`src/rtl/bridge_pkg.sv`:
```
// Shared state encoding, default decode region and packed-parameter slicing for wait_bridge.
package bridge_pkg;

  localparam logic [1:0] ST_IDLE   = 2'd0;
  localparam logic [1:0] ST_ACCESS = 2'd1;
  localparam logic [1:0] ST_DONE   = 2'd2;

  localparam logic [23:0] REGION_DEFAULT = 24'h00007F;

  localparam int unsigned MAX_DEC_W  = 16;
  localparam int unsigned MAX_PACK_W = 128;

  // Extract field idx (each w bits wide) from a packed per-device parameter vector.
  function automatic logic [MAX_DEC_W-1:0] field_slice(input logic [MAX_PACK_W-1:0] packed_v,
                                                       input int unsigned idx,
                                                       input int unsigned w);
    logic [MAX_PACK_W-1:0] shifted;
    logic [MAX_PACK_W-1:0] keep;
    shifted = packed_v >> (idx * w);
    keep    = (MAX_PACK_W'(1) << w) - MAX_PACK_W'(1);
    return MAX_DEC_W'(shifted & keep);
  endfunction

endpackage

```
`src/rtl/addr_decoder.sv`:
```
// Combinational window decode: one-hot hit vector with lowest-index priority.
module addr_decoder
  import bridge_pkg::*;
#(
  parameter int unsigned             N_DEV    = 4,
  parameter int unsigned             DEC_W    = 8,
  parameter logic [31:0]             REGION   = 32'(REGION_DEFAULT),
  parameter logic [N_DEV*DEC_W-1:0]  DEV_BASE = {8'h60, 8'h40, 8'h20, 8'h00},
  parameter logic [N_DEV*DEC_W-1:0]  DEV_MASK = {8'hE0, 8'hE0, 8'hE0, 8'hE0}
) (
  input  logic [31:0]      pr_addr,
  output logic [N_DEV-1:0] hit_oh_c,
  output logic             any_hit_c
);

  logic             region_ok;
  logic [DEC_W-1:0] base_i;
  logic [DEC_W-1:0] mask_i;
  logic             found;

  assign region_ok = ((pr_addr >> DEC_W) == REGION);

  always_comb begin
    hit_oh_c = '0;
    found    = 1'b0;
    base_i   = '0;
    mask_i   = '0;
    for (int unsigned i = 0; i < N_DEV; i++) begin
      base_i = DEC_W'(field_slice(MAX_PACK_W'(DEV_BASE), i, DEC_W));
      mask_i = DEC_W'(field_slice(MAX_PACK_W'(DEV_MASK), i, DEC_W));
      if (!found && region_ok && ((pr_addr[DEC_W-1:0] & mask_i) == base_i)) begin
        hit_oh_c[i] = 1'b1;
        found       = 1'b1;
      end
    end
    any_hit_c = found;
  end

endmodule

```
`src/rtl/wait_bridge.sv`:
```
// CPU-to-peripheral bridge with per-device wait-state ack, bounded timeout and irq synchroniser.
module wait_bridge
  import bridge_pkg::*;
#(
  parameter int unsigned             N_DEV    = 4,
  parameter int unsigned             DEC_W    = 8,
  parameter logic [31:0]             REGION   = 32'(REGION_DEFAULT),
  parameter logic [N_DEV*DEC_W-1:0]  DEV_BASE = {8'h60, 8'h40, 8'h20, 8'h00},
  parameter logic [N_DEV*DEC_W-1:0]  DEV_MASK = {8'hE0, 8'hE0, 8'hE0, 8'hE0},
  parameter int unsigned             TIMEOUT  = 16
) (
  input  logic                  clk,
  input  logic                  reset,
  input  logic                  pr_req,
  input  logic [31:0]           pr_addr,
  input  logic [31:0]           pr_wd,
  input  logic                  pr_we,
  input  logic [3:0]            pr_be,
  output logic [31:0]           pr_rd,
  output logic                  pr_ready,
  output logic                  pr_err,
  output logic [N_DEV-1:0]      dev_sel,
  output logic                  dev_we,
  output logic [DEC_W-3:0]      dev_addr,
  output logic [31:0]           dev_wd,
  output logic [3:0]            dev_be,
  input  logic [N_DEV*32-1:0]   dev_rd,
  input  logic [N_DEV-1:0]      dev_ack,
  input  logic [N_DEV-1:0]      dev_irq,
  output logic [N_DEV-1:0]      hw_int
);

  localparam int unsigned CNT_W = 8;
  localparam int unsigned AW    = DEC_W - 2;

  logic [1:0]       state_q, state_d;
  logic [CNT_W-1:0] cnt_q, cnt_d;
  logic [N_DEV-1:0] sel_q, sel_d;
  logic             we_q, we_d;
  logic [AW-1:0]    addr_q, addr_d;
  logic [31:0]      wd_q, wd_d;
  logic [3:0]       be_q, be_d;
  logic [31:0]      rd_q, rd_d;
  logic             err_q, err_d;
  logic             ready_q, ready_d;
  logic [N_DEV-1:0] sync1_q, sync2_q;

  logic [N_DEV-1:0] hit_oh_c;
  logic             any_hit_c;
  logic             sel_ack;
  logic [31:0]      sel_rd;

  addr_decoder #(
    .N_DEV    (N_DEV),
    .DEC_W    (DEC_W),
    .REGION   (REGION),
    .DEV_BASE (DEV_BASE),
    .DEV_MASK (DEV_MASK)
  ) u_dec (
    .pr_addr   (pr_addr),
    .hit_oh_c  (hit_oh_c),
    .any_hit_c (any_hit_c)
  );

  // Only the selected channel's ack and read data are ever observed.
  assign sel_ack = |(dev_ack & sel_q);

  always_comb begin
    sel_rd = '0;
    for (int unsigned i = 0; i < N_DEV; i++) begin
      if (sel_q[i]) sel_rd = sel_rd | dev_rd[i*32 +: 32];
    end
  end

  always_comb begin
    state_d = state_q;
    cnt_d   = cnt_q;
    sel_d   = sel_q;
    we_d    = we_q;
    addr_d  = addr_q;
    wd_d    = wd_q;
    be_d    = be_q;
    rd_d    = rd_q;
    err_d   = err_q;
    ready_d = 1'b0;
    case (state_q)
      ST_IDLE: begin
        if (pr_req) begin
          if (any_hit_c) begin
            sel_d   = hit_oh_c;
            we_d    = pr_we;
            addr_d  = pr_addr[DEC_W-1:2];
            wd_d    = pr_wd;
            be_d    = pr_be;
            cnt_d   = '0;
            state_d = ST_ACCESS;
          end else begin
            rd_d    = '0;
            err_d   = 1'b1;
            ready_d = 1'b1;
            state_d = ST_DONE;
          end
        end
      end
      ST_ACCESS: begin
        // Ack is checked before the timeout so a last-cycle ack still succeeds.
        if (sel_ack) begin
          rd_d    = we_q ? 32'd0 : sel_rd;
          err_d   = 1'b0;
          ready_d = 1'b1;
          sel_d   = '0;
          we_d    = 1'b0;
          state_d = ST_DONE;
        end else if (cnt_q == CNT_W'(TIMEOUT - 1)) begin
          rd_d    = '0;
          err_d   = 1'b1;
          ready_d = 1'b1;
          sel_d   = '0;
          we_d    = 1'b0;
          state_d = ST_DONE;
        end else begin
          cnt_d = cnt_q + CNT_W'(1);
        end
      end
      ST_DONE: begin
        rd_d    = '0;
        err_d   = 1'b0;
        state_d = ST_IDLE;
      end
      default: state_d = ST_IDLE;
    endcase
  end

  always_ff @(posedge clk or negedge reset) begin
    if (!reset) begin
      state_q <= ST_IDLE;
      cnt_q   <= '0;
      sel_q   <= '0;
      we_q    <= 1'b0;
      addr_q  <= '0;
      wd_q    <= '0;
      be_q    <= '0;
      rd_q    <= '0;
      err_q   <= 1'b0;
      ready_q <= 1'b0;
    end else begin
      state_q <= state_d;
      cnt_q   <= cnt_d;
      sel_q   <= sel_d;
      we_q    <= we_d;
      addr_q  <= addr_d;
      wd_q    <= wd_d;
      be_q    <= be_d;
      rd_q    <= rd_d;
      err_q   <= err_d;
      ready_q <= ready_d;
    end
  end

  // Two-flop synchroniser for the asynchronous interrupt levels.
  always_ff @(posedge clk or negedge reset) begin
    if (!reset) begin
      sync1_q <= '0;
      sync2_q <= '0;
    end else begin
      sync1_q <= dev_irq;
      sync2_q <= sync1_q;
    end
  end

  assign pr_rd    = rd_q;
  assign pr_ready = ready_q;
  assign pr_err   = err_q;
  assign dev_sel  = sel_q;
  assign dev_we   = we_q;
  assign dev_addr = addr_q;
  assign dev_wd   = wd_q;
  assign dev_be   = be_q;
  assign hw_int   = sync2_q;

endmodule

```
`config.mk`:
```
export PLATFORM = sky130hd
export DESIGN_NAME = wait_bridge
export DESIGN_NICKNAME = d
export VERILOG_FILES = /design/src/rtl/bridge_pkg.sv /design/src/rtl/addr_decoder.sv /design/src/rtl/wait_bridge.sv
export SDC_FILE = /design/constraint.sdc
export NUM_CORES = 1
export LEC_CHECK = 0
export BUFFER_PORTS_ARGS = -buffer_cell sky130_fd_sc_hd__buf_2
export CAP_MARGIN = 20
export CORE_UTILIZATION = 25
export DETAILED_ROUTE_END_ITERATION = 6
export GPL_TIMING_DRIVEN = 0
export SLEW_MARGIN = 20
export SYNTH_ARGS = -nofsm -noshare
export SYNTH_HDL_FRONTEND = slang
export SYNTH_HIERARCHICAL = 1
export SYNTH_SLANG_ARGS = --single-unit
```
`constraint.sdc`:
```
create_clock -name clk -period 3.1 [get_ports clk]
set_clock_uncertainty 0.15 [all_clocks]
set_input_delay 0.62 -clock clk [delete_from_list [all_inputs] [get_ports clk]]
set_output_delay 0.62 -clock clk [all_outputs]
set_load 0.02 [all_outputs]
```
# Word level (Yosys, flattened, before mapping)
# Cells that the tools add are included.
# totals
ff_bits	99
latch_bits	0
ramBits	0
romBits	0
output_inout_bits	85
mem_count	0
# classes
n_addsub	1
n_mul	0
div_mod_pow	0
order_cmp	0
n_eq_ne	13
shift	0
n_mux	47
n_bitwise	4
n_reduce_logical	20
# ops
op	count
32-bit two-way mux	9
32-bit bitwise OR	3
32-bit case mux with 3 select lines	1
8-bit two-way mux	4
24-bit by 7-bit equality test with 1-bit output, second input constant	1
1-bit two-way mux	19
4-bit two-way mux	4
8-bit case mux with 2 select lines	1
2-bit != test, second input constant	5
8-bit by 1-bit adder with 8-bit output, second input constant	1
8-bit by 4-bit equality test with 1-bit output, second input constant	1
8-bit logical NOT	1
2-bit two-way mux	4
4-bit case mux with 2 select lines	1
4-bit AND reduction	2
1-bit logical AND	7
3-bit by 2-bit equality test with 1-bit output, second input constant	2
5-bit AND reduction	1
4-bit AND	1
1-bit case mux with 2 select lines	2
2-bit case mux with 2 select lines	1
4-bit OR reduction	1
3-bit by 1-bit equality test with 1-bit output, second input constant	1
1-bit logical NOT	3
other kinds (9)	9

# Depth between registers and ports, before layout
# Gate-level depths: netlist (run 1).
# logic_depth
word_depth	18
ltp_mapped	8
depth_no_buf	7

# Cells and area by module
# Netlist (run 1), hierarchy kept.
# by_module_without_submodules
module	instances	cells_per_inst	area_per_inst_um2	seq_area_each_um2
wait_bridge	1	421	4366.7	2477.4
addr_decoder	1	18	140.1	0.0

# Worst setup path before layout (run 1)
# OpenSTA, ideal clock, no wires.
# synth_timing
path_kind	input -> register
start	input pr_addr[17]
end	register sel_q[0] (netlist: dev_sel[0])
setup_ns	0.066
arrival_time_ns	2.195
slack_ns	0.689
path_stages	7
path_cell_list	nor4b_2 > nand4_2 > nor3_1 > and3_1 > clkbuf_1 > clkbuf_1 > a22o_1
# synth_between
elab_chain_cells	17
elab_cells_between_ends	20
# synth_lines
item	line_no	text
start, declared	wait_bridge.sv:15	input logic [31:0] pr_addr,
24-bit by 7-bit equality test with 1-bit output *	addr_decoder.sv:21	assign region_ok = ((pr_addr >> DEC_W) == REGION);
1-bit logical AND	addr_decoder.sv:31	if (!found && region_ok && ((pr_addr[DEC_W-1:0] & mask_i) == base_i)) begin
1-bit two-way mux	addr_decoder.sv:31	
1-bit logical NOT	addr_decoder.sv:31	
1-bit logical AND (2 in series)	addr_decoder.sv:31	
1-bit two-way mux	addr_decoder.sv:31	
1-bit logical NOT	addr_decoder.sv:31	
1-bit logical AND (2 in series)	addr_decoder.sv:31	
1-bit two-way mux	addr_decoder.sv:31	
1-bit logical NOT	addr_decoder.sv:31	
1-bit logical AND (2 in series)	addr_decoder.sv:31	
1-bit two-way mux *	addr_decoder.sv:31	
net any_hit_c	wait_bridge.sv:49	logic any_hit_c;
2-bit != test (no line) *	--	
4-bit AND reduction (no line) *	--	
end signal, assigned	wait_bridge.sv:149	sel_q <= sel_d;
end, declared	wait_bridge.sv:38	logic [N_DEV-1:0] sel_q, sel_d;
# Mark *: on every way through the listed nets, which the timed path passes. The rest lies on a longest branch. The select of a mux whose other input is x is not followed.
# A chain may end at the register's enable or synchronous reset.

# Final worst setup path (run 1)
# layout_timing
start	input pr_addr[31]
end	register sel_q[3] (netlist: dev_sel[3])
# The elaborated chain is that of the path after synthesis.

==> flow_metrics.py, run 1 <==
metrics = {
    "cts": {
        "cts_buffers": 9,
        "post_cts_buffers": 0,
        "cts.path.max_buffers": 2,
        "h-tree-depth": 3,
        "cts_hold_buffers": 0,
        "cts_tree": "built",
        "path_clk_slew_ns": 0.07,
        "cts_root_buf": "clkbuf_16",
        "clock-sinks": 99,
        "clock_latency_ns": 0.35,
        "cts_resized": 0,
    },
    "setup_path": {
        "path_max_fanout": 10,
        "arrival_ns": 2.96,
        "startpoint_type": "primary input",
        "end_kind": "flip-flop",
        "rrSetupSlack_ns": 0.64,
        "critPathRequiredTime_ns": 3.23,
        "rr_endpoint": "pr_rd[6]$_DFFE_PN0P_",
        "worst_r2r_path_depth": 6,
        "path_class": "primary input to flip-flop",
        "rr_startpoint": "dev_sel[0]$_DFFE_PN0P_",
    },
    "sta": {
        "fmax_mhz": 354,
        "hold_violations": 0,
        "setup_viol": 0,
        "period_minus_slack_ns": 2.83,
        "slew_headroom_pct": 53.3,
        "worstMarginPinSlew_ns": 0.700,
        "rsz0062_at_grt": "false",
        "drv_slew": 0,
        "postLayoutSetupSlackWorst_ns": 0.272,
        "period_share_pct": 91.2,
    },
    "global_routing": {
        "grt_pass1_vias": 4478,
        "grt_pass1_wl_mm": 24.6,
        "grt_usage_pct": 18.1,
        "antenna_found_initial": 3,
        "grt_max_degree": 65,
        "grt-ovfl-total": 0,
    },
    "layout": {
        "fin_area_sq_mm": 0.00659,
        "areaGrowthSynthToFinish_pct": 46.3,
        "drive_gt1_share_pct": 43.2,
        "final_cell_mix": "buf_2 (295), nand2_1 (137), dfrtp_1 (99), a22o_1 (39), a221oi_1 (33)",
        "layout_commonest_cell": "buf_2",
        "diodes": 0,
        "nets": 950,
        "fillerInstances": 1808,
        "seq_area_sq_mm": 0.00248,
        "multi_input_area_sq_mm": 0.00187,
    },
    "synthesis": {
        "syn_area_sq_mm": 0.00451,
        "ys.warnings.count": 6,
        "yosysSeqAreaShare_pct": 55.0,
        "synth_seq_cells": 99,
        "syn_inst": 439,
        "syn_avg_cell_area_sq_um": 10.3,
        "yosys.cell_types.count": 41,
        "syn_nets": 648,
    },
    "drt": {
        "drc": 0,
        "avgViaCountPerCell": 4.71,
        "drt_iter0_markers": 132,
        "first_pass_iters": 4,
        "vias": 4574,
        "routedWlPerCell_microns": 17.7,
        "ant_nets": 0,
        "wirelength_mm": 17.2,
    },
    "power": {
        "p_int_mw": 2.07,
        "clockPowerShare_pct": 44.2,
        "power_frac_comb_pct": 7.7,
        "p_leak_nw": 3.55,
        "powerDensity_mw_per_mm2": 411,
        "peakVddDrop_mv": 0.303,
        "p_switching_mw": 0.636,
        "seqPwrFrac_pct": 48.0,
        "p_sw_share_pct": 23.5,
        "power_mw": 2.71,
    },
    "placed_design": {
        "place_congestion": 0.737,
        "dpl.hpwl_mm": 13.3,
        "place_area_sq_mm": 0.00627,
        "pre_cts_ws_ns": -0.152,
        "portBuffers": 290,
    },
    "floorplanning": {
        "die_area_sq_mm": 0.0186,
        "start_util_pct": 25.8,
        "rows": 48,
        "core_area_sq_mm": 0.0175,
        "num_io_pins": 293,
        "die_y_microns": 136,
        "die_w_microns": 136,
    },
    "flow_run": {
        "maxCapViolCount": 0,
    },
    "hold_path": {
        "hold_class": "primary input to async pin",
    },
    "run_status": {
        "status": "completed",
    },
}
==> synth_stat cells <==
cell	instances	share of area, %
nor3_2	1	0.22
o21ai_1	1	0.11
o211ai_1	2	0.33
buf_2	6	0.67
a21oi_1	4	0.44
a22oi_1	2	0.33
o311ai_0	1	0.19
ha_1	1	0.28
and4bb_2	1	0.28
nor4b_2	1	0.33
and4b_1	1	0.22
or3_1	1	0.14
nor4_1	5	0.69
nand3_1	4	0.44
a221oi_1	33	6.4
a311oi_1	2	0.39
or3b_1	1	0.19
a22o_1	39	7.6
mux2i_1	2	0.44
nor2b_1	3	0.42
xor2_1	1	0.19
nor3_1	1	0.11
nand2b_1	4	0.56
o31ai_1	2	0.33
clkbuf_1	28	2.3
or4_1	3	0.50
o22ai_1	1	0.14
or4_4	1	0.25
o2bb2ai_1	32	6.2
nor2_1	6	0.50
nand4b_1	1	0.19
o21ai_0	1	0.11
buf_6	2	0.50
dfrtp_1	99	55
nor4b_1	1	0.19
nand2_1	137	11
a31o_2	1	0.19
and3_1	4	0.56
or3_4	1	0.25
nand4_2	1	0.28
inv_1	1	0.083
==> critical path, cell delays in order <==
cell	delay (ns)
buf_2	0.10
nor4b_1	0.30
nand2_1	0.26
nor3_1	0.45
and3_1	0.22
clkbuf_1	0.26
clkbuf_1	0.49
a22o_1	0.24
==> registers in the layout, indices dropped and copies added (netlist names) <==
name,flops
cnt_q,8
sync1_q,4
pr_ready,1
pr_rd,32
dev_wd,32
dev_addr,6
dev_be,4
state_q,2
hw_int,4
pr_err,1
dev_sel,4
dev_we,1
==> area by class of cell <==
| cell class | instances | area share [%] |
|---|---|---|
| Sequential cell | 99 | 37.6 |
| Inverter | 1 | 0.0569 |
| Buffer | 36 | 2.39 |
| Clock buffer | 10 | 3.63 |
| Clock inverter | 6 | 1.20 |
| Tap cell | 225 | 4.27 |
| Timing Repair Buffer | 291 | 22.5 |
| Multi-Input combinational cell | 303 | 28.3 |
==> worst max-delay path by stage <==
| stage | slack (ns) | from | endpoint |
|---|---|---|---|
| 2_1_floorplan | 0.69 | pr_addr[17] | dev_sel[0]$_DFFE_PN0P_ |
| 4_1_cts | 0.21 | pr_addr[29] | dev_sel[3]$_DFFE_PN0P_ |
| 6_report | 0.27 | pr_addr[31] | dev_sel[3]$_DFFE_PN0P_ |
| 3_3_place_gp | -0.09 | pr_addr[29] | dev_sel[1]$_DFFE_PN0P_ |
| 3_5_place_dp | -0.15 | pr_addr[29] | dev_sel[3]$_DFFE_PN0P_ |
| 5_1_grt | 0.08 | pr_addr[29] | dev_we$_DFFE_PN0P_ |
==> power groups by stage <==
stage	combinational (mW)	clock [mW]	sequential (mW)
6_report	0.210	1.20	1.30
5_1_grt	0.232	1.29	1.30
4_1_cts	0.214	1.24	1.30
3_5_place_dp	0.213	0	1.33
3_3_place_gp	0.203	0	1.33
2_1_floorplan	0.0250	0	1.33
==> routing by layer <==
layer | up-vias | part of all wire, % | global-route usage [%]
li1 | 2229 | - | -
met1 | 2118 | 43 | 21.9
met2 | 207 | 49 | 32.0
met3 | 16 | 6.6 | 3.47
met4 | 4 | 1.1 | 5.68
met5 | - | 0.15 | 0
==> per-stage QoR <==
stage / instances / TNS [ns] / hold WS [ns] / utilization [%]
floorplan: 439 / 0 / 0.174 / -
global placement: 954 / -0.630 / 0.182 / 35.7
detailed placement: 955 / -1.80 / 0.185 / 35.9
CTS: 971 / 0 / 0.0146 / 37.7
global route: 971 / 0 / 0.0296 / 37.7
finish: 971 / 0 / 0.0129 / 37.7
==> kinds of logic after synthesis <==
group                      Yosys count  synth area share [%]
xor gates and xnor gates             1                 0.194
AOI/OAI and AO/OA                  121                  22.8
buffers and inverters               37                  3.58
muxes                                2                 0.444
DFF                                 99                  55.0
adders and majority gates            1                 0.278
and+or+nand+nor                    178                  17.7
Note: power is estimated with default switching activity, not from simulation.
==> run 2, diff against run 1 <==
Settings changed: CAP_MARGIN 20 to 0, SYNTH_HIERARCHICAL 1 to not set.
==> run 2 against run 1 <==
Wire length shrank 0.13%. Cell area grew 11%. Synthesized cell count grew 10%. Largest cell class unchanged. Sequential share of layout area shrank 3.6 points. Via count grew 8.0%. Die area grew 14%. Worst setup slack gained 0.62 ns. Hold slack gained 0.19 ns. Clock-buffer cell count shrank 1. Core utilization shrank 1.7 points.
==> flow_metrics.py, run 2 <==
metrics = {
    "run_status": {
        "status": "completed",
    },
    "drt": {
        "drt_iter0_markers": 203,
        "first_pass_iters": 5,
        "wirelength_mm": 17.1,
        "drc": 0,
        "routedWlPerCell_microns": 16.1,
        "ant_nets": 0,
        "avgViaCountPerCell": 4.65,
        "vias": 4939,
    },
    "synthesis": {
        "synth_top_area_share_pct": 48.1,
        "synthTopCellsByCount": "nand2_1 (133), dfrtp_1 (99), a22oi_1 (64)",
        "yosysTopAreaCell": "dfrtp_1",
        "yosysSeqAreaShare_pct": 48.1,
        "syn_nets": 694,
        "synthTopCellsByArea": "dfrtp_1 (48%), mux2_4 (12%), nand2_1 (9.7%)",
        "syn_avg_cell_area_sq_um": 10.6,
        "ys.flop_type": "dfrtp_1",
        "synth_async_sr_flop_share_pct": 100,
        "syn_inst": 485,
        "syn_area_sq_mm": 0.00515,
        "synth_edf_count": 0,
        "yosys.cell_types.count": 46,
        "ys.warnings.count": 0,
        "yosys.cell_count.top_type": "nand2_1",
        "synth_seq_cells": 99,
    },
    "sta": {
        "slew_headroom_pct": 45.0,
        "period_share_pct": 71.2,
        "setup_viol": 0,
        "drv_slew": 0,
        "rsz0062_at_grt": "false",
        "tns_ns": 0,
        "postLayoutSetupSlackWorst_ns": 0.892,
        "period_minus_slack_ns": 2.21,
        "fmax_mhz": 453,
        "hold_violations": 0,
        "worstMarginPinSlew_ns": 0.824,
    },
    "floorplanning": {
        "die_y_microns": 145,
        "core_area_sq_mm": 0.0202,
        "start_util_pct": 25.4,
        "num_io_pins": 293,
        "rows": 52,
        "die_area_sq_mm": 0.0212,
        "die_w_microns": 145,
    },
    "layout": {
        "nets": 997,
        "final_cell_mix": "buf_2 (298), nand2_1 (133), dfrtp_1 (99), a22oi_1 (64), mux2_4 (40)",
        "diodes": 0,
        "layout_commonest_cell": "buf_2",
        "areaGrowthSynthToFinish_pct": 41.7,
        "drive_gt1_share_pct": 47.7,
    },
    "power": {
        "peakVddDrop_mv": 0.223,
        "p_leak_nw": 3.70,
        "powerDensity_mw_per_mm2": 378,
    },
    "global_routing": {
        "grt-ovfl-total": 0,
        "antenna_found_initial": 1,
        "grt_max_degree": 68,
        "grt_usage_pct": 16.3,
        "grt_pass1_vias": 4928,
        "grt_pass1_wl_mm": 27.1,
    },
    "setup_path": {
        "end_kind": "flip-flop",
        "rr_endpoint": "dev_wd[1]$_DFFE_PN0P_",
        "rrSetupSlack_ns": 0.89,
        "startpoint": "state_q[1]$_DFFE_PN0P_",
        "crit_end": "dev_wd[1]$_DFFE_PN0P_",
        "startpoint_type": "flip-flop",
        "path_max_fanout": 10,
        "path_class": "flip-flop to flip-flop",
        "arrival_ns": 2.29,
        "rr_startpoint": "state_q[1]$_DFFE_PN0P_",
        "critPathRequiredTime_ns": 3.18,
        "worst_r2r_path_depth": 6,
    },
    "cts": {
        "post_cts_buffers": 0,
        "cts_hold_buffers": 1,
        "clock-sinks": 99,
        "path_clk_slew_ns": 0.07,
        "clock_latency_ns": 0.35,
        "cts_root_buf": "clkbuf_16",
        "cts.path.max_buffers": 2,
        "cts_tree": "built",
        "cts_buffers": 9,
        "h-tree-depth": 3,
        "cts_resized": 0,
    },
    "flow_run": {
        "maxCapViolCount": 0,
    },
    "hold_path": {
        "hold_class": "flip-flop to flip-flop",
        "whs_path_depth": 0,
    },
    "placed_design": {
        "pre_cts_ws_ns": 0.583,
        "place_congestion": 0.784,
        "portBuffers": 290,
        "dpl.hpwl_mm": 13.1,
    },
}
-- run 2: cell types whose count changed after synthesis, sizes merged, moves of 4 or more --
| cell | before | now |
|---|---|---|
| o2bb2ai | 32 | 0 |
| buf | 8 | 21 |
| a22o | 39 | 0 |
| mux2 | 0 | 40 |
| a221oi | 33 | 1 |
| o221ai | 0 | 32 |
| o21ai | 2 | 6 |
| a22oi | 2 | 66 |
| inv | 1 | 8 |
| clkbuf | 28 | 18 |
-- run 2: worst min path at each step --
stage	from	to
floorplan	reset	cnt_q[0]$_DFFE_PN0P_
global placement	sync1_q[2]$_DFF_PN0_	hw_int[2]$_DFF_PN0_
detailed placement	sync1_q[2]$_DFF_PN0_	hw_int[2]$_DFF_PN0_
CTS	sync1_q[2]$_DFF_PN0_	hw_int[2]$_DFF_PN0_
global route	sync1_q[2]$_DFF_PN0_	hw_int[2]$_DFF_PN0_
finish	sync1_q[3]$_DFF_PN0_	hw_int[3]$_DFF_PN0_
-- run 2: cells by family (layout without fill, tap and decap cells) --
| group | count (synthesis) | in the layout | synth area share, % |
|---|---|---|---|
| AO/OA/AOI/OAI | 115 | 115 | 17.7 |
| XOR/XNOR | 5 | 5 | 0.851 |
| adder cells (fa/ha/maj) | 1 | 1 | 0.243 |
| buffers and inverters | 47 | 355 | 5.74 |
| flip-flops | 99 | 99 | 48.1 |
| multiplexers | 41 | 41 | 11.9 |
| AND/OR/NAND/NOR | 177 | 177 | 15.4 |
-- run 2: cell type report --
cell class | count | area, sq um
sequential | 99 | 2480
timing repair buffer | 292 | 1500
clock buffer | 9 | 225
fill | 2084 | 12900
inverter | 8 | 30.0
multi-input combinational | 339 | 2370
buffer | 39 | 265
clock inverter | 7 | 86.3
tap | 270 | 338
-- run 2: power by group --
part | internal, mW | switching [mW]
clock network | 0.642 | 0.545
logic | 0.135 | 0.133
registers | 1.30 | 0.00276
total | 2.08 | 0.681
-- run 2: worst max-delay path, stage by stage (launching register included) --
cell     delay [ns]
dfrtp_1        0.36
buf_2          0.16
nor2_1         0.50
and4_4         0.33
buf_12         0.15
buf_12         0.15
mux2_4         0.30
-- run 2: metrics by stage --
stage,utilization [%],cell area [sq um],power (mW),hold WS (ns),cells
after floorplan,-,5150,1.40,0.174,485
after detailed placement,34.4,6970,1.60,0.185,1046
after CTS,36.0,7290,2.81,0.195,1063
after global placement,34.3,6940,1.59,0.184,1045
after global routing,36.0,7290,2.88,0.201,1063
final,36.0,7290,2.76,0.202,1063
-- run 2: layer usage --
| layer | vias to the layer above | track usage, % | wire length (microns) | part of all wire [%] |
|---|---|---|---|---|
| met4 | 2 | 4.26 | 282 | 1.6 |
| met2 | 183 | 27.3 | 8290 | 48 |
| met5 | - | 0 | 11 | 0.064 |
| met1 | 2371 | 21.4 | 7820 | 46 |
| li1 | 2363 | - | - | - |
| met3 | 20 | 3.29 | 751 | 4.4 |
==> run 3, diff against run 2 <==
Settings changed: ABC_AREA set to 1.
Clock period 3.1 ns to 1.8 ns, I/O delays scaled along.
==> run 3 against run 2 <==
Via count grew 15%. Global-route usage grew 0.69 points. Sequential share of layout area shrank 1.8 points. First-iteration DRC count grew 10%. Critical path depth grew 6. The run now ends with negative setup slack left. Hold slack lost 0.11 ns. Synthesized area grew 2.3%. Combinational power grew to 6.0 times the previous value. Highest routed layer is now met4. Maximum frequency grew 20%. Register-to-register slack lost 0.94 ns. Synthesized cell count grew 45%. Clock-buffer cell count grew 1. Critical path type unchanged.
==> flow_metrics.py, run 3 <==
metrics = {
    "setup_path": {
        "path_buf_inv": 4,
        "cp_top_family": "simple AND/OR/NAND/NOR gates",
        "startpoint_type": "flip-flop",
        "rr_endpoint": "pr_rd[25]$_DFFE_PN0P_",
        "crit_cells": 12,
        "path_cells": "ha_4, inv_2, nor2_4, nand3_2, nand3_4, nand2_4, inv_2, nand3_4, buf_12, buf_8, nand2_1, nand2_1",
        "crit_end": "pr_rd[25]$_DFFE_PN0P_",
        "worst_r2r_path_depth": 12,
        "rr_startpoint": "cnt_q[0]$_DFFE_PN0P_",
        "startpoint": "cnt_q[0]$_DFFE_PN0P_",
        "end_kind": "flip-flop",
        "path_class": "flip-flop to flip-flop",
        "path_max_fanout": 5,
        "cpPeakStageDelay_ns": 0.41,
        "critPathRequiredTime_ns": 1.88,
        "rrSetupSlack_ns": -0.04,
        "arrival_ns": 1.93,
        "crit_slowest_cell": "dfrtp_1",
    },
    "global_routing": {
        "grt_usage_pct": 17.0,
        "grt_pass1_wl_mm": 28.7,
        "grt-ovfl-total": 0,
        "antenna_found_initial": 0,
        "grt_max_degree": 51,
        "grt_pass1_vias": 5556,
    },
    "cts": {
        "clock-sinks": 99,
        "cts_root_buf": "clkbuf_16",
        "h-tree-depth": 3,
        "path_clk_slew_ns": 0.08,
        "cts_tree": "built",
        "clock_latency_ns": 0.35,
        "cts.path.max_buffers": 2,
        "cts_buffers": 9,
    },
    "drt": {
        "avgViaCountPerCell": 4.37,
        "drt_iter0_markers": 224,
        "first_pass_iters": 4,
        "wirelength_mm": 18.7,
        "routedWlPerCell_microns": 14.3,
        "ant_nets": 0,
        "vias": 5695,
        "drc": 0,
    },
    "layout": {
        "utilization_pct": 37.8,
        "layout_commonest_cell": "nand2_1",
        "areaGrowthSynthToFinish_pct": 46.5,
        "final_cell_mix": "nand2_1 (323), buf_2 (290), dfrtp_1 (97), inv_1 (62), nor2_1 (42)",
        "drive_gt1_share_pct": 38.4,
        "diodes": 0,
        "fillerInstances": 2185,
        "nets": 1237,
        "layout.cells.non_filler": 1303,
    },
    "placed_design": {
        "portBuffers": 290,
        "place_congestion": 0.794,
        "dpl.hpwl_mm": 14.1,
        "dp.cells": 1263,
    },
    "floorplanning": {
        "rows": 52,
        "core_area_sq_mm": 0.0204,
        "start_util_pct": 25.8,
        "num_io_pins": 293,
        "die_area_sq_mm": 0.0217,
        "die_y_microns": 147,
        "die_w_microns": 147,
    },
    "run_status": {
        "violations": "negative setup slack",
        "status": "complete, but fails checks",
    },
    "flow_run": {
        "maxCapViolCount": 0,
    },
    "sta": {
        "worstMarginPinSlew_ns": 0.558,
        "period_minus_slack_ns": 1.84,
        "drv_slew": 0,
        "setup_viol": 5,
        "fmax_mhz": 542,
        "hold_violations": 0,
        "slew_headroom_pct": 62.8,
        "period_share_pct": 102,
        "postLayoutSetupSlackWorst_ns": -0.0438,
        "rsz0062_at_grt": "true",
    },
    "synthesis": {
        "synth_xor_area_share_pct": 0.665,
        "synth-simple-area-share_pct": 32.8,
        "ys.warnings.count": 0,
        "synth-compound-area-share_pct": 10.4,
        "syn_inst": 702,
        "yosys.cell_count.top_type": "nand2_1",
        "yosys.cell_types.count": 27,
        "synthAdderAreaFrac_pct": 0.238,
        "ys.flop_type": "dfrtp_1",
        "syn_area_sq_mm": 0.00527,
        "syn_avg_cell_area_sq_um": 7.50,
        "yosysSeqAreaShare_pct": 47.0,
        "synth_top_family_by_area": "simple AND/OR/NAND/NOR gates",
        "synth_top_area_share_pct": 47.0,
        "yosysTopAreaCell": "dfrtp_1",
        "synth_edf_count": 0,
        "synthTopCellsByArea": "dfrtp_1 (47%), nand2_1 (24%), a41oi_1 (5.3%)",
        "muxShareOfSynthArea_pct": 0,
        "synthTopCellsByCount": "nand2_1 (335), dfrtp_1 (99), inv_1 (64)",
        "syn_nets": 911,
        "synth_async_sr_flop_share_pct": 100,
        "synth_seq_cells": 99,
    },
    "power": {
        "peakVddDrop_mv": 0.320,
        "power_mw": 5.85,
        "p_leak_nw": 4.15,
        "powerDensity_mw_per_mm2": 758,
    },
    "hold_path": {
        "hold_class": "primary input to flip-flop",
    },
}
-- run 3: cell types whose count changed after synthesis, moves of 31 or more --
cell      before  now
o21ai_1        0   31
o221ai_1      32    0
nand2_1      133  335
a41oi_1        0   32
a22oi_1       64    0
mux2_4        40    0
nor2_1         6   44
inv_1          8   64
-- run 3: metal layers --
layer	global-route usage (%)	vias to the layer above	part of all wire, %
met3	3.73	12	6.2
met2	30.0	196	50
met1	20.8	2615	43
met5	0	-	0
met4	4.07	0	0.85
li1	-	2872	-
-- run 3: report_power, final --
group          switching [mW]  internal (mW)
Combinational           0.946          0.677
Sequential             0.0575           2.30
Clock                   0.918          0.955
Total                    1.92           3.93
-- run 3: how the worst min path moves through the flow --
stage / startpoint / endpoint / slack [ns] / cells past startpoint
2_1_floorplan: reset / cnt_q[0]$_DFFE_PN0P_ / -0.09 / 0
3_3_place_gp: sync1_q[3]$_DFF_PN0_ / hw_int[3]$_DFF_PN0_ / 0.18 / 0
3_5_place_dp: sync1_q[2]$_DFF_PN0_ / hw_int[2]$_DFF_PN0_ / 0.19 / 0
4_1_cts: pr_wd[23] / dev_wd[23]$_DFFE_PN0P_ / 0.07 / 3
5_1_grt: pr_be[2] / dev_be[2]$_DFFE_PN0P_ / 0.08 / 3
6_report: pr_wd[23] / dev_wd[23]$_DFFE_PN0P_ / 0.09 / 3
-- run 3: logic make-up after synthesis --
family | after synthesis
simple gates | 422
buf+inv | 100
flops | 99
compound gates | 76
xor+xnor | 4
fa+ha+maj | 1
-- run 3: worst reg2reg max path, cell delays in order, from the launching register on --
cell     delay (ns)
dfrtp_1        0.41
ha_4           0.16
inv_2          0.04
nor2_4         0.08
nand3_2        0.10
nand3_4        0.11
nand2_4        0.07
inv_2          0.07
nand3_4        0.14
buf_12         0.18
buf_8          0.12
nand2_1        0.05
nand2_1        0.04
-- run 3: final cells by class --
class	count	area, sq um	area share, %
Multi-Input combinational cell	503	2400	31.1
Tap cell	270	338	4.38
Clock inverter	6	48.8	0.632
Buffer	34	262	3.39
Inverter	65	248	3.21
Sequential cell	99	2480	32.1
Timing Repair Buffer	316	1710	22.2
Clock buffer	10	229	2.97
-- run 3: metrics by stage --
stage | hold slack, ns | worst slack (ns) | setup TNS [ns] | instance area, sq um
2_1_floorplan | -0.0856 | 0.125 | 0 | 5270
3_3_place_gp | 0.182 | -0.957 | -105.60 | 7060
3_5_place_dp | 0.186 | -0.264 | -12.12 | 7090
4_1_cts | 0.0714 | -0.0310 | -0.262 | 7610
5_1_grt | 0.0827 | -0.155 | -2.38 | 7720
6_report | 0.0879 | -0.0438 | -0.194 | 7720
-- run 3: what timing repair did --
| item | CTS | global route |
|---|---|---|
| pin swaps | 6 | 4 |
| gates cloned | 1 | 0 |
| resized for setup | 22 | 27 |
| setup endpoints to repair | 47 | 45 |
| setup buffers | 12 | 8 |
| hold endpoints to repair | 53 | 0 |
| hold buffers | 5 | 0 |
